`src/rtl/risc_ctrl_pkg.sv`:
```
// -----------------------------------------------------------------------------
// risc_ctrl_pkg
// Shared encodings for the multicycle RISC control unit:
//   - instruction opcodes decoded from instr[31:26]
//   - FSM state encoding (4-bit)
//   - ALU operation class, ALU B-source and PC-source select codes
//   - next-state helper for the DECODE dispatch
// Optional feature macro: ILLEGAL_TRAP_EN (selects where unknown opcodes go).
// -----------------------------------------------------------------------------
package risc_ctrl_pkg;

    localparam int OPC_W_DEF   = 6;
    localparam int ALUOP_W_DEF = 2;

    localparam logic [5:0] OP_RTYPE = 6'h00;
    localparam logic [5:0] OP_ADDI  = 6'h08;
    localparam logic [5:0] OP_LW    = 6'h23;
    localparam logic [5:0] OP_SW    = 6'h2B;
    localparam logic [5:0] OP_BEQ   = 6'h04;
    localparam logic [5:0] OP_J     = 6'h02;

    typedef enum logic [3:0] {
        ST_RST      = 4'd0,
        ST_FETCH    = 4'd1,
        ST_DECODE   = 4'd2,
        ST_EXEC_R   = 4'd3,
        ST_WB_R     = 4'd4,
        ST_EXEC_I   = 4'd5,
        ST_WB_I     = 4'd6,
        ST_MEM_ADDR = 4'd7,
        ST_MEM_RD   = 4'd8,
        ST_MEM_WB   = 4'd9,
        ST_MEM_WR   = 4'd10,
        ST_BRANCH   = 4'd11,
        ST_JUMP     = 4'd12,
        ST_TRAP     = 4'd13
    } state_t;

    localparam logic [1:0] ALUOP_ADD   = 2'b00;
    localparam logic [1:0] ALUOP_SUB   = 2'b01;
    localparam logic [1:0] ALUOP_FUNCT = 2'b10;

    localparam logic [1:0] ALUSRCB_B       = 2'b00;
    localparam logic [1:0] ALUSRCB_FOUR    = 2'b01;
    localparam logic [1:0] ALUSRCB_IMM     = 2'b10;
    localparam logic [1:0] ALUSRCB_IMM_SH2 = 2'b11;

    localparam logic [1:0] PCSRC_ALU    = 2'b00;
    localparam logic [1:0] PCSRC_ALUOUT = 2'b01;
    localparam logic [1:0] PCSRC_JUMP   = 2'b10;

    // Dispatch target out of DECODE. Unknown opcodes either trap or fall
    // straight back to FETCH, which makes them behave as a 2-cycle NOP.
    function automatic state_t decode_next(input logic [5:0] opc);
        state_t nxt;
        case (opc)
            OP_RTYPE:      nxt = ST_EXEC_R;
            OP_ADDI:       nxt = ST_EXEC_I;
            OP_LW, OP_SW:  nxt = ST_MEM_ADDR;
            OP_BEQ:        nxt = ST_BRANCH;
            OP_J:          nxt = ST_JUMP;
`ifdef ILLEGAL_TRAP_EN
            default:       nxt = ST_TRAP;
`else
            default:       nxt = ST_FETCH;
`endif
        endcase
        return nxt;
    endfunction

endpackage

```
`src/rtl/multicycle_control_unit.sv`:
```
// -----------------------------------------------------------------------------
// multicycle_control_unit
// Main control FSM for the 32-bit multicycle RISC datapath. Sequences each
// instruction through fetch / decode / execute / memory / writeback and drives
// the register file, operand latches, memory strobes and datapath selects.
// Moore machine: outputs depend only on the registered state, except the FETCH
// PC/IR load enables (gated by mem_ready) and the BRANCH pc_write (= zero).
//
// Optional feature macro: ILLEGAL_TRAP_EN
//   defined   : unknown opcode -> TRAP, illegal_op=1, all strobes 0 until reset
//   undefined : unknown opcode executes as a NOP, illegal_op tied to 0
//
// Ports
//   clk            in   rising-edge clock
//   rst_n          in   asynchronous active-low reset
//   opcode         in   instr[31:26] from IR
//   zero           in   ALU zero flag (BEQ compare)
//   mem_ready      in   memory completed current access this cycle
//   pc_write       out  PC load enable
//   ir_write       out  IR load enable
//   write_enable_A out  operand latch A enable
//   write_enable_B out  operand latch B enable
//   reg_write      out  register file write enable
//   mem_read       out  memory read strobe
//   mem_write      out  memory write strobe
//   i_or_d         out  memory address select: 0 PC, 1 ALU result
//   reg_dst        out  write register select: 0 rt, 1 rd
//   mem_to_reg     out  write data select: 0 ALU result, 1 MDR
//   alu_src_a      out  0 PC, 1 A
//   alu_src_b      out  00 B, 01 const 4, 10 imm, 11 imm<<2
//   alu_op         out  00 add, 01 sub, 10 funct-decoded
//   pc_src         out  00 ALU out, 01 ALU result reg, 10 jump target
//   illegal_op     out  sticky illegal-opcode flag
//
// state    | meaning
// ---------+-----------------------------------------------------------
// RST      | held in reset, all outputs 0
// FETCH    | read instruction at PC, PC+4; waits on mem_ready
// DECODE   | latch A/B, precompute branch target
// EXEC_R   | R-type ALU operation
// WB_R     | write ALU result to rd
// EXEC_I   | ADDI: A + sign-extended immediate
// WB_I     | write ALU result to rt
// MEM_ADDR | LW/SW effective address
// MEM_RD   | data read; waits on mem_ready
// MEM_WB   | write MDR to rt
// MEM_WR   | data write; waits on mem_ready
// BRANCH   | BEQ compare, PC <= target when zero
// JUMP     | PC <= jump target
// TRAP     | illegal opcode seen, frozen until reset
// -----------------------------------------------------------------------------
module multicycle_control_unit
    import risc_ctrl_pkg::*;
#(
    parameter int OPC_W   = OPC_W_DEF,
    parameter int ALUOP_W = ALUOP_W_DEF
) (
    input  logic               clk,
    input  logic               rst_n,
    input  logic [OPC_W-1:0]   opcode,
    input  logic               zero,
    input  logic               mem_ready,
    output logic               pc_write,
    output logic               ir_write,
    output logic               write_enable_A,
    output logic               write_enable_B,
    output logic               reg_write,
    output logic               mem_read,
    output logic               mem_write,
    output logic               i_or_d,
    output logic               reg_dst,
    output logic               mem_to_reg,
    output logic               alu_src_a,
    output logic [1:0]         alu_src_b,
    output logic [ALUOP_W-1:0] alu_op,
    output logic [1:0]         pc_src,
    output logic               illegal_op
);

    state_t r_state;
    state_t w_next_state;

    always_ff @(posedge clk or negedge rst_n) begin
        if (!rst_n) begin
            r_state <= ST_RST;
        end else begin
            r_state <= w_next_state;
        end
    end

    always_comb begin
        w_next_state = r_state;
        case (r_state)
            ST_RST:      w_next_state = ST_FETCH;
            ST_FETCH:    w_next_state = mem_ready ? ST_DECODE : ST_FETCH;
            ST_DECODE:   w_next_state = decode_next(opcode);
            ST_EXEC_R:   w_next_state = ST_WB_R;
            ST_EXEC_I:   w_next_state = ST_WB_I;
            ST_MEM_ADDR: w_next_state = (opcode == OP_LW) ? ST_MEM_RD : ST_MEM_WR;
            ST_MEM_RD:   w_next_state = mem_ready ? ST_MEM_WB : ST_MEM_RD;
            ST_MEM_WR:   w_next_state = mem_ready ? ST_FETCH : ST_MEM_WR;
            ST_WB_R,
            ST_WB_I,
            ST_MEM_WB,
            ST_BRANCH,
            ST_JUMP:     w_next_state = ST_FETCH;
`ifdef ILLEGAL_TRAP_EN
            ST_TRAP:     w_next_state = ST_TRAP;
`else
            ST_TRAP:     w_next_state = ST_FETCH;
`endif
            default:     w_next_state = ST_RST;
        endcase
    end

    always_comb begin
        pc_write       = 1'b0;
        ir_write       = 1'b0;
        write_enable_A = 1'b0;
        write_enable_B = 1'b0;
        reg_write      = 1'b0;
        mem_read       = 1'b0;
        mem_write      = 1'b0;
        i_or_d         = 1'b0;
        reg_dst        = 1'b0;
        mem_to_reg     = 1'b0;
        alu_src_a      = 1'b0;
        alu_src_b      = ALUSRCB_B;
        alu_op         = ALUOP_W'(ALUOP_ADD);
        pc_src         = PCSRC_ALU;
        illegal_op     = 1'b0;
        case (r_state)
            ST_FETCH: begin
                mem_read  = 1'b1;
                alu_src_b = ALUSRCB_FOUR;
                // PC and IR only load once the instruction word is valid.
                pc_write  = mem_ready;
                ir_write  = mem_ready;
            end
            ST_DECODE: begin
                write_enable_A = 1'b1;
                write_enable_B = 1'b1;
                alu_src_b      = ALUSRCB_IMM_SH2;
            end
            ST_EXEC_R: begin
                alu_src_a = 1'b1;
                alu_src_b = ALUSRCB_B;
                alu_op    = ALUOP_W'(ALUOP_FUNCT);
            end
            ST_WB_R: begin
                reg_write = 1'b1;
                reg_dst   = 1'b1;
            end
            ST_EXEC_I,
            ST_MEM_ADDR: begin
                alu_src_a = 1'b1;
                alu_src_b = ALUSRCB_IMM;
            end
            ST_WB_I: begin
                reg_write = 1'b1;
            end
            ST_MEM_RD: begin
                mem_read = 1'b1;
                i_or_d   = 1'b1;
            end
            ST_MEM_WB: begin
                reg_write  = 1'b1;
                mem_to_reg = 1'b1;
            end
            ST_MEM_WR: begin
                mem_write = 1'b1;
                i_or_d    = 1'b1;
            end
            ST_BRANCH: begin
                alu_src_a = 1'b1;
                alu_src_b = ALUSRCB_B;
                alu_op    = ALUOP_W'(ALUOP_SUB);
                pc_src    = PCSRC_ALUOUT;
                pc_write  = zero;
            end
            ST_JUMP: begin
                pc_src   = PCSRC_JUMP;
                pc_write = 1'b1;
            end
`ifdef ILLEGAL_TRAP_EN
            // TRAP is absorbing, so deriving the flag from the state keeps it sticky.
            ST_TRAP: begin
                illegal_op = 1'b1;
            end
`endif
            default: ;
        endcase
    end

endmodule

```
`config.mk`:
```
export PLATFORM = sky130hd
export DESIGN_NAME = multicycle_control_unit
export DESIGN_NICKNAME = d
export VERILOG_FILES = /design/src/rtl/risc_ctrl_pkg.sv /design/src/rtl/multicycle_control_unit.sv
export SDC_FILE = /design/constraint.sdc
export NUM_CORES = 1
export LEC_CHECK = 0
export ABC_AREA = 1
export CORE_MARGIN = 3
export CORE_UTILIZATION = 40
export DETAILED_ROUTE_END_ITERATION = 10
export GPL_ROUTABILITY_DRIVEN = 0
export PLACE_DENSITY_LB_ADDON = 0.08
export SLEW_MARGIN = 20
export SYNTH_ARGS = -nofsm -noshare
export SYNTH_HDL_FRONTEND = slang
export SYNTH_SLANG_ARGS = --single-unit
```
`constraint.sdc`:
```
create_clock -name clk -period 3.35 [get_ports clk]
set_input_delay 1.005 -clock clk [delete_from_list [all_inputs] [get_ports clk]]
set_output_delay 1.005 -clock clk [all_outputs]
set_load 0.05 [all_outputs]
```
==> results.cfg <==
[worst_setup_path]
r2r-start = r_state[3]$_DFF_PN0_
rrSetupSlack_ns = 2.11
startpoint = r_state[3]$_DFF_PN0_
crit_type = flop to output port
ff2ff_path_depth = 5
start_kind = flop
reg2reg_to = r_state[1]$_DFF_PN0_
cp_max_fo = 7
cp_data_arrival_time_ns = 2.07
cp-end-kind = output port
required_ns = 2.34

[routing]
route.met2.wl_um = 675
ant_nets = 0
maxUsedRoutingLayer = met3
drt-initial-drc-count = 15
vias = 673
first_pass_iters = 4
met1_length_um = 646
totalWireLength_um = 1411
wire_per_inst_um = 10.22
dr_wl_met3_um = 89
viasPerCell = 4.877
route.detailed.drc = 0

[floorplanning]
start_util_pct = 44.98
die_width_um = 42.29
die_h_um = 42.29
num_io_pins = 28
dieArea_mm2 = 0.001788
fp.coreArea_mm2 = 0.001171
row_count = 12

[finish]
fin_nets = 136
diodes = 0
regMostFlops = r_state
largest_reg_flops = 4
drive_gt1_share_pct = 16.13
synthToLayoutAreaGrowth_pct = 56.53
top_regs = r_state x4

[global_route]
grt_use_total_pct = 17.09
antenna_found_initial = 0
grt_max_degree = 8
grt_pass1_wl_um = 2421
grt_overflow = 0
first_global_vias = 576

[synth]
synth_cell_types = 16
ys_seq_area_share_pct = 19.00
yosysWarnings = 0
ys_top_cells_by_area = nand2_1 22%, dfrtp_1 19%, nor2_1 13%, inv_1 7.8%, nand3_1 7.6%
ys.flop_type = dfrtp_1
yosysMostFrequentCell = nand2_1
yosys.area.top_type = nand2_1
synthArstFlopShare_pct = 100.0
netlist_area_um2 = 526.8
syn_avg_cell_area_um2 = 5.375
synth_edf_count = 0
ys_top_cells_by_count = 31 x nand2_1, 18 x nor2_1, 11 x inv_1, 8 x nand3_1, 6 x inv_2
synth-seq-cells = 4
syn-num-nets = 108
syn_inst = 98
synth_top_area_share_pct = 22.09

[sta]
fin_crit_ns = 3.077
holdWs_ns = 0.7398
tns_ns = 0
tightest_slew_ns = 0.5044
fin_skew_ns = 0.001170
slew_viol_final = 0
relSlewSlack_pct = 66.27
rsz0062_at_grt = false
max_freq_mhz = 325.0
hold_viol = 0
setup_viol = 0
post-route-period-util_pct = 91.85

[power_and_ir_drop]
cellLeakagePower_nw = 0.4269
p_total_uw = 723.6
powerDensity_mw_per_mm2 = 877.5
peakVddDrop_mv = 0.4635

[clock_network]
cts_tree = yes
cts_setup_buffers = 0
cts_root_buffer = clkbuf_4
clock_latency_ns = 0.23
path_clk_slew_ns = 0.04
cts_buffers = 3
clock_sinks = 4
ctsHoldBuffers = 0
cts_resized = 0
cts.htree.levels = 1
clock_path_buffers = 2

[placement]
portBuffers = 26
dp_hpwl_um = 1197

[min_path]
hold_end = r_state[0]$_DFF_PN0_
hold_path_class = flop to flop
whs_path_depth = 4
hold_start = r_state[2]$_DFF_PN0_

[job]
maxCapViolCount = 0

[run_status]
outcome = completed
[critical path, cell delays in order, from the launching register on]
cell and delay, ns:
dfrtp_1 0.46, nor2_2 0.20, inv_2 0.07, nor2_4 0.15
inv_1 0.07, o21ai_0 0.07, clkdlybuf4s50_1 0.82
[worst max path at each step]
stage | end | cells past startpoint
after floorplan | pc_write | 2
after global placement | pc_write | 4
after detailed placement | pc_write | 4
after CTS | pc_write | 4
after global routing | alu_src_b[1] | 6
final | alu_src_b[1] | 6
[cell type report]
type	instances	area, um2
clock buffers	3	22.52
fillers	113	346.6
inverters	17	63.81
multi-input cells	74	340.3
flip-flops and latches	4	100.1
well taps	14	17.52
repair buffers	26	280.3
[logic make-up after synthesis]
logic type / synth area share, %
simple gates: 59.62
buf+inv: 16.39
compound gates: 4.273
flops: 19.00
other cells: 0.7119
[per-layer routing]
layer	vias up	track usage, %
li1	350	-
met4	0	5.590
met5	-	0
met1	298	23.45
met2	25	26.14
met3	0	3.863
[layout by cell type, fill, tap and decap left out, drive strengths merged]
cell | Yosys | final
a21oi | 1 | 1
clkbuf | 0 | 3
nand4 | 3 | 3
buf | 3 | 2
clkdlybuf4s50 | 0 | 24
conb | 1 | 1
inv | 17 | 17
nor2 | 26 | 26
o21ai | 2 | 2
nand3 | 8 | 8
o211ai | 1 | 1
nand2 | 32 | 32
dfrtp | 4 | 4
[power by group]
| group | total, mW | internal, mW | switching, mW | leakage (nW) |
|---|---|---|---|---|
| Combinational | 0.576 | 0.185 | 0.391 | 0.361 |
| Sequential | 0.0913 | 0.0662 | 0.0250 | 0.0517 |
| Clock | 0.0561 | 0.0398 | 0.0163 | 0.0138 |
| Total | 0.724 | 0.291 | 0.433 | 0.427 |
[per-stage QoR]
step / cells / area (um2) / worst slack [ns] / utilization [%]
after floorplan: 98 / 526.8 / 0.4900 / -
after global placement: 135 / 802.0 / 0.3210 / 68.48
after detailed placement: 135 / 802.0 / 0.2703 / 68.48
after CTS: 138 / 824.5 / 0.2655 / 70.41
after global routing: 138 / 824.5 / 0.1580 / 70.41
final: 138 / 824.5 / 0.2730 / 70.41
No activity file was read; power rests on OpenSTA's default activity.
